File: config.mk
export PLATFORM = sky130hd
export DESIGN_NAME = apb_gpi_irq
export DESIGN_NICKNAME = d
export VERILOG_FILES = /design/src/rtl/gpi_pkg.sv /design/src/rtl/gpi_in_cond.sv /design/src/rtl/apb_gpi_irq.sv
export SDC_FILE = /design/constraint.sdc
export NUM_CORES = 1
export LEC_CHECK = 0
export CAP_MARGIN = 25
export CELL_PAD_IN_SITES_DETAIL_PLACEMENT = 0
export CELL_PAD_IN_SITES_GLOBAL_PLACEMENT = 1
export CORE_UTILIZATION = 39
export CTS_BUF_LIST = sky130_fd_sc_hd__clkbuf_16
export CTS_CLUSTER_SIZE = 12
export DETAILED_ROUTE_END_ITERATION = 7
export HOLD_SLACK_MARGIN = 0.12
export PLACE_DENSITY = 0.9
export SYNTH_ARGS = -nofsm -noshare
export SYNTH_HDL_FRONTEND = slang
export SYNTH_SLANG_ARGS = --single-unit
File: constraint.sdc
create_clock -name PCLK -period 2.9 [get_ports PCLK]
set_input_delay 0.58 -clock PCLK [delete_from_list [all_inputs] [get_ports PCLK]]
set_output_delay 0.58 -clock PCLK [all_outputs]
set_load 0.05 [all_outputs]
File: src/rtl/gpi_pkg.sv
// gpi_pkg: register offsets, register enum and APB data width shared by the GPI peripheral.
package gpi_pkg;

    localparam int APB_DW = 32;

    localparam logic [2:0] GPI_CR   = 3'd0;
    localparam logic [2:0] GPI_IDR  = 3'd1;
    localparam logic [2:0] GPI_IER  = 3'd2;
    localparam logic [2:0] GPI_EDGE = 3'd3;
    localparam logic [2:0] GPI_ISR  = 3'd4;

    typedef enum logic [2:0] {
        REG_CR   = GPI_CR,
        REG_IDR  = GPI_IDR,
        REG_IER  = GPI_IER,
        REG_EDGE = GPI_EDGE,
        REG_ISR  = GPI_ISR
    } gpi_reg_e;

endpackage

File: src/rtl/gpi_in_cond.sv
// gpi_in_cond: one-pin conditioner (synchroniser, debounce when GPI_DEBOUNCE_EN is defined, edge outputs).
module gpi_in_cond #(
    parameter int SYNC_STAGES = 2,
    parameter int DB_LEN      = 4
) (
    input  logic clk,
    input  logic rst_n,
    input  logic pin,
    output logic filt,
    output logic prev,
    output logic rise,
    output logic fall
);

    logic [SYNC_STAGES-1:0] sr;
    logic                   sync;

    // shift the asynchronous pin through the synchroniser chain
    always_ff @(posedge clk or negedge rst_n) begin
        if (!rst_n) sr <= '0;
        else        sr <= {sr[SYNC_STAGES-2:0], pin};
    end

    assign sync = sr[SYNC_STAGES-1];

`ifdef GPI_DEBOUNCE_EN
    localparam int CW = $clog2(DB_LEN + 1);

    logic [CW-1:0] cnt;

    // accept the new level only after DB_LEN consecutive cycles of disagreement
    always_ff @(posedge clk or negedge rst_n) begin
        if (!rst_n) begin
            filt <= 1'b0;
            cnt  <= '0;
        end else if (sync == filt) begin
            cnt  <= '0;
        end else if (cnt == CW'(DB_LEN - 1)) begin
            filt <= sync;
            cnt  <= '0;
        end else begin
            cnt  <= cnt + 1'b1;
        end
    end
`else
    assign filt = sync;
`endif

    // prev follows filt every cycle so enabling a pin never fakes an edge
    always_ff @(posedge clk or negedge rst_n) begin
        if (!rst_n) prev <= 1'b0;
        else        prev <= filt;
    end

    assign rise = filt & ~prev;
    assign fall = ~filt & prev;

endmodule

File: src/rtl/apb_gpi_irq.sv
// apb_gpi_irq: APB3 general-purpose input block with edge interrupts; GPI_DEBOUNCE_EN adds per-pin debounce.
module apb_gpi_irq
    import gpi_pkg::*;
#(
    parameter int WIDTH       = 8,
    parameter int SYNC_STAGES = 2,
    parameter int DB_LEN      = 4
) (
    input  logic              PCLK,
    input  logic              PRESET,
    input  logic [4:0]        PADDR,
    input  logic              PWRITE,
    input  logic              PENABLE,
    input  logic [31:0]       PWDATA,
    input  logic              PSEL,
    output logic [31:0]       PRDATA,
    output logic              PREADY,
    input  logic [WIDTH-1:0]  gpi,
    output logic              irq
);

    logic [WIDTH-1:0]  cr, ier, edge_sel, isr;
    logic [WIDTH-1:0]  filt, prev, rise, fall, hit, w1c, wdata;
    logic [2:0]        off;
    logic              access, wr;
    logic [APB_DW-1:0] rdata;
    logic              unused_ok;

    for (genvar i = 0; i < WIDTH; i++) begin : g_pin
        gpi_in_cond #(
            .SYNC_STAGES (SYNC_STAGES),
            .DB_LEN      (DB_LEN)
        ) u_cond (
            .clk   (PCLK),
            .rst_n (PRESET),
            .pin   (gpi[i]),
            .filt  (filt[i]),
            .prev  (prev[i]),
            .rise  (rise[i]),
            .fall  (fall[i])
        );
    end

    assign unused_ok = ^{PADDR[1:0], PWDATA, prev};
    assign off       = PADDR[4:2];
    assign wdata     = PWDATA[WIDTH-1:0];
    assign access    = PSEL & PENABLE & ~PREADY;
    assign wr        = access & PWRITE;
    assign hit       = cr & ((edge_sel & fall) | (~edge_sel & rise));
    assign w1c       = (wr && off == GPI_ISR) ? wdata : '0;
    assign irq       = |(isr & ier);

    // read mux; unmapped offsets and bits above WIDTH read as zero
    always_comb begin
        rdata = '0;
        rdata[WIDTH-1:0] = off == GPI_CR   ? cr :
                           off == GPI_IDR  ? filt & cr :
                           off == GPI_IER  ? ier :
                           off == GPI_EDGE ? edge_sel :
                           off == GPI_ISR  ? isr : '0;
    end

    // one-wait-state APB handshake, register writes and sticky status with set priority
    always_ff @(posedge PCLK or negedge PRESET) begin
        if (!PRESET) begin
            PREADY   <= 1'b0;
            PRDATA   <= '0;
            cr       <= '0;
            ier      <= '0;
            edge_sel <= '0;
            isr      <= '0;
        end else begin
            PREADY <= access;
            if (access && !PWRITE)       PRDATA   <= rdata;
            if (wr && off == GPI_CR)     cr       <= wdata;
            if (wr && off == GPI_IER)    ier      <= wdata;
            if (wr && off == GPI_EDGE)   edge_sel <= wdata;
            isr <= (isr & ~w1c) | hit;
        end
    end

endmodule

Word-level counts from Yosys, hierarchy flattened:

Index checks and enable logic that the tools add are counted.

* register bits: 65
* output and inout bits: 34
* bits of input ports: 50
* word-level logic and storage cells: 86

* bitwise gates (word level): 46
* equal/unequal tests: 4
* reductions and logical operators: 8
* muxes and demuxes: 6

Operators with widths (count)
* $and 8x8->8: 6
* $mux 8: 6
* $and 1x1->1: 19
* $not 1->1: 17
* $not 8->8: 2
* $or 8x8->8: 2
* $reduce_or 8->1: 1
* $eq 3x2->1 const B: 2
* $logic_and 1x1->1: 5
* $eq 3x1->1 const B: 1
* $eq 3x3->1 const B: 1
* $logic_not 3->1: 1
* $logic_not 1->1: 1

Longest topological paths before layout:

* depth in word-level cells: 8
* depth in mapped cells: 6
* mapped depth without buffers: 4

Modules after synthesis:

From an unflattened synthesis, not the netlist that was laid out.

* cell total of the unflattened synthesis: 227
* area, all modules: 2977.9 µm²

Modules (own cells, without submodules)
* apb_gpi_irq: times used 1, cells each 187, seq. area each 1026.0 µm², area an instance 2257.2 µm²
* gpi_in_cond: times used 8, cells each 5, seq. area each 75.1 µm², area an instance 90.1 µm²

Worst setup path before layout:

Ideal clock, no wire load.

* path type: register -> register
* from: register PREADY
* to: register cr[0]
* setup time: 125 ps
* required time: 2775 ps
* data arrival time: 1700 ps
* path buffers: 1
* period minus slack after synthesis: 1825 ps
* slack: 1075 ps
* cell stages (with the launch flop): 6
* cells stage by stage: dfrtp_1 -> and3b_2 -> nand3_2 -> or3_1 -> buf_6 -> mux2_4

* word-level cells in the longest chain between the ends: 4

RTL lines
* start: declaration: line apb_gpi_irq.sv:17 `output logic PREADY,`
* start signal: assignment: line apb_gpi_irq.sv:73 `PREADY <= access;`
* $not 1->1: line apb_gpi_irq.sv:47 `assign access = PSEL & PENABLE & ~PREADY;`
* $and 1x1->1: line apb_gpi_irq.sv:47
* via access: line apb_gpi_irq.sv:25 `logic access, wr;`
* $and 1x1->1: line apb_gpi_irq.sv:48 `assign wr = access & PWRITE;`
* $logic_and 1x1->1: line apb_gpi_irq.sv:75 `if (wr && off == GPI_CR) cr <= wdata;`
* end signal: assignment: line apb_gpi_irq.sv:75
* end: declaration: line apb_gpi_irq.sv:22 `logic [WIDTH-1:0] cr, ier, edge_sel, isr;`

The timed path passes the listed nets, and every way through them passes these cells.
A chain may end at the register's enable or synchronous reset.

Worst setup path after layout:

* from: register isr[5]
* to: output port irq

* word-level cells in the longest chain between the ends: 2

RTL lines
* start: declaration: line apb_gpi_irq.sv:22
* start signal: assignment: line apb_gpi_irq.sv:78 `isr <= (isr & ~w1c) | hit;`
* $and 8x8->8: line apb_gpi_irq.sv:51 `assign irq = |(isr & ier);`
* $reduce_or 8->1: line apb_gpi_irq.sv:51
* end: declaration: line apb_gpi_irq.sv:19 `output logic irq`

No other way between the ends.

==> impl_metrics.yaml <==
outcome:
  status: "finished clean"
cts:
  htree_levels: 3
  holdBufCountCts: 0
  clkLatencyLatePin_ns: 0.33
  path_clk_slew_ns: 0.05
  cts_resized: 0
  clock-sinks: 65
  cts_root_buf: "clkbuf_16"
  post-cts-setup-buffers: 0
  cts_buffers: 9
  clock_path_buffers: 2
  cts_tree: "yes"
critical_path:
  cpPeakStageDelay_ns: 0.72
  critPathKind: "flip-flop to primary output"
  path_cells: "a22oi_1 > nand4_1 > clkdlybuf4s50_1"
  crit_required_ns: 2.32
  crit_path_top_delay_cell: "clkdlybuf4s50_1"
  arrival_ns: 1.87
  end_kind: "primary output"
  critPathMaxFanout: 3
  crit_path_start_kind: "flip-flop"
pwr:
  report.power.total_mw: 2.75
  power_density_mw_per_mm2: 781
  p_int_mw: 1.95
  peakVddDrop_mv: 0.319
  p_leak_nw: 1.58
  p_sw_share_pct: 29.2
  p_comb_share_pct: 20.6
  p_sw_uw: 805
  clkPwrFrac_pct: 36.5
  p_seq_share_pct: 42.9
sta:
  tightest_slew_ns: 0.648
  setup_viol: 0
  skew_ns: 0.00406
  maxSlewViolCount: 0
  fin_crit_ns: 2.45
  tns_ns: 0
  max-slew-margin-rel_pct: 56.5
  hold_viol_final: 0
  rsz0062_at_grt: "no"
  timing.fmax_ghz: 0.407
  final.period_utilization_pct: 84.6
floorplan:
  die_y_um: 87.7
  dieArea_mm2: 0.00769
  ios: 84
  start_util_pct: 41.2
  core_mm2: 0.00694
  die_w_um: 87.7
  rows: 30
detailed_routing:
  ant_nets: 0
  drc: 0
  detailroute.via_count: 1865
  avgViaCountPerCell: 4.93
  wl_um: 5550
  wl_per_cell_um: 14.7
  drtIter0Drc: 91
  drtPass1Iterations: 4
place:
  gp_congestion: 0.789
  dpl.cell_count: 362
  io_buffers: 33
  post-dp-hpwl_um: 3800
cells_and_area:
  final_common_cell: "dfrtp_1"
  antennaDiodeCount: 0
  layout-drive-gt1-share_pct: 18.4
  num-fill-cells: 637
  stdcell_count: 378
  area_growth_pct: 23.2
  fin_nets: 327
  final_cell_mix: "dfrtp_1, clkdlybuf4s50_1, conb_1"
logic_synthesis:
  synth_area_per_cell_um2: 12.3
  synth_seq_cells: 65
  syn_area_mm2: 0.00286
  synth_warnings: 0
  ys_seq_area_share_pct: 56.8
  synth_top_area_cell: "dfrtp_1"
  syn_inst: 233
  synth_cell_type_count: 32
  synth_top_area_share_pct: 56.8
  synth.area.top_cells: "dfrtp_1, buf_4, mux2_2"
global_routing:
  grt_pass1_vias: 1716
  grt_pass1_wl_um: 8760
  global_route.overflow_total: 0
  grt_max_degree: 40
  antenna_found_initial: 0
  grt_use_total_pct: 16.0
hold_path:
  worstHoldPathType: "input pin to asynchronous set/reset pin"
job:
  cap_violations: 0
==> state kept, by name, summed over array words and instances (netlist names) <==
name	count
PRDATA	8
g_pin.u_cond.prev	8
g_pin.u_cond.sr	16
PREADY	1
isr	8
edge_sel	8
ier	8
cr	8
==> final timing paths <==
kind                                         end  cells past startpoint             startpoint  slack [ns]
setup / recovery                             irq                      3                 isr[5]        0.45
hold / removal             g_pin[4].u_cond.sr[0]                      1                 PRESET        0.27
setup reg to reg                           cr[2]                      4                 PREADY        1.06
hold reg to reg            g_pin[3].u_cond.sr[1]                      0  g_pin[3].u_cond.sr[0]        0.34
max in group asynchronous                 isr[0]                      2                 PRESET        2.01
min in group PCLK          g_pin[3].u_cond.sr[1]                      0  g_pin[3].u_cond.sr[0]        0.34
==> stage by stage <==
stage	area [µm²]	hold slack, ns	utilization [%]	setup WS [ns]
2_1_floorplan	2950	0.284	-	1.08
3_3_place_gp	3250	0.333	46.8	0.427
3_5_place_dp	3250	0.335	46.8	0.428
4_1_cts	3530	0.282	50.8	0.443
5_1_grt	3530	0.320	50.8	0.395
6_report	3530	0.268	50.8	0.446
==> logic make-up (layout without fill, tap and decap cells) <==
logic type      Yosys count  after routing  share of synthesized area, %
simple gates             57             57                          10.5
mux                      32             32                          13.3
flops                    65             65                          56.8
compound gates           45             45                          11.3
other cells               1             24                         0.131
buf+inv                  33             59                          7.91
==> synth_stat cells <==
library cell,count
mux2_2,16
nand3_2,1
or3_1,1
o211ai_1,1
conb_1,1
a21oi_1,8
o22a_1,8
nand2b_1,8
dfrtp_1,65
nand4_1,1
buf_6,1
nand2_2,1
nor2b_1,2
mux2i_1,8
nand3b_1,1
a32oi_1,7
a22o_1,8
nor4_4,1
nor2_1,14
a22oi_1,4
and3b_2,1
nand2_1,22
mux2_4,8
buf_4,24
nor2_2,1
nor3_4,1
buf_2,4
inv_2,2
o21ai_0,9
clkbuf_1,2
nand4b_1,1
nand3_1,1
==> metal layers <==
| layer | vias to the layer above | part of all wire [%] | global-route usage, % |
|---|---|---|---|
| met5 | - | 0 | 0 |
| met3 | 9 | 5.8 | 6.22 |
| met4 | 0 | 1.8 | 7.75 |
| li1 | 869 | - | - |
| met2 | 64 | 48 | 23.6 |
| met1 | 923 | 44 | 20.6 |
==> power groups by stage <==
stage | Sequential, mW | Combinational, mW | Clock (mW)
after global placement | 1.19 | 0.557 | 0
after floorplan | 1.24 | 0.347 | 0
after CTS | 1.18 | 0.572 | 1.03
after global routing | 1.20 | 0.607 | 1.07
final | 1.18 | 0.567 | 1.01
after detailed placement | 1.19 | 0.569 | 0
==> critical path, delay by kind of cell, from the launching register on <==
kind,cells,cell delay [ns]
buffers and inverters,1,0.72
flip-flops,1,0.40
AO/OA/AOI/OAI,1,0.28
AND/OR/NAND/NOR,1,0.15
==> cell type report <==
class / instances / area [µm²] / area share [%]
sequential: 65 / 1630 / 46.1
multi-input combinational: 158 / 1100 / 31.1
timing repair buffer: 41 / 398 / 11.3
clock buffer: 9 / 225 / 6.39
tap: 96 / 120 / 3.41
clock inverter: 7 / 53.8 / 1.53
inverter: 2 / 7.51 / 0.213
No activity file was read; power rests on OpenSTA's default activity.
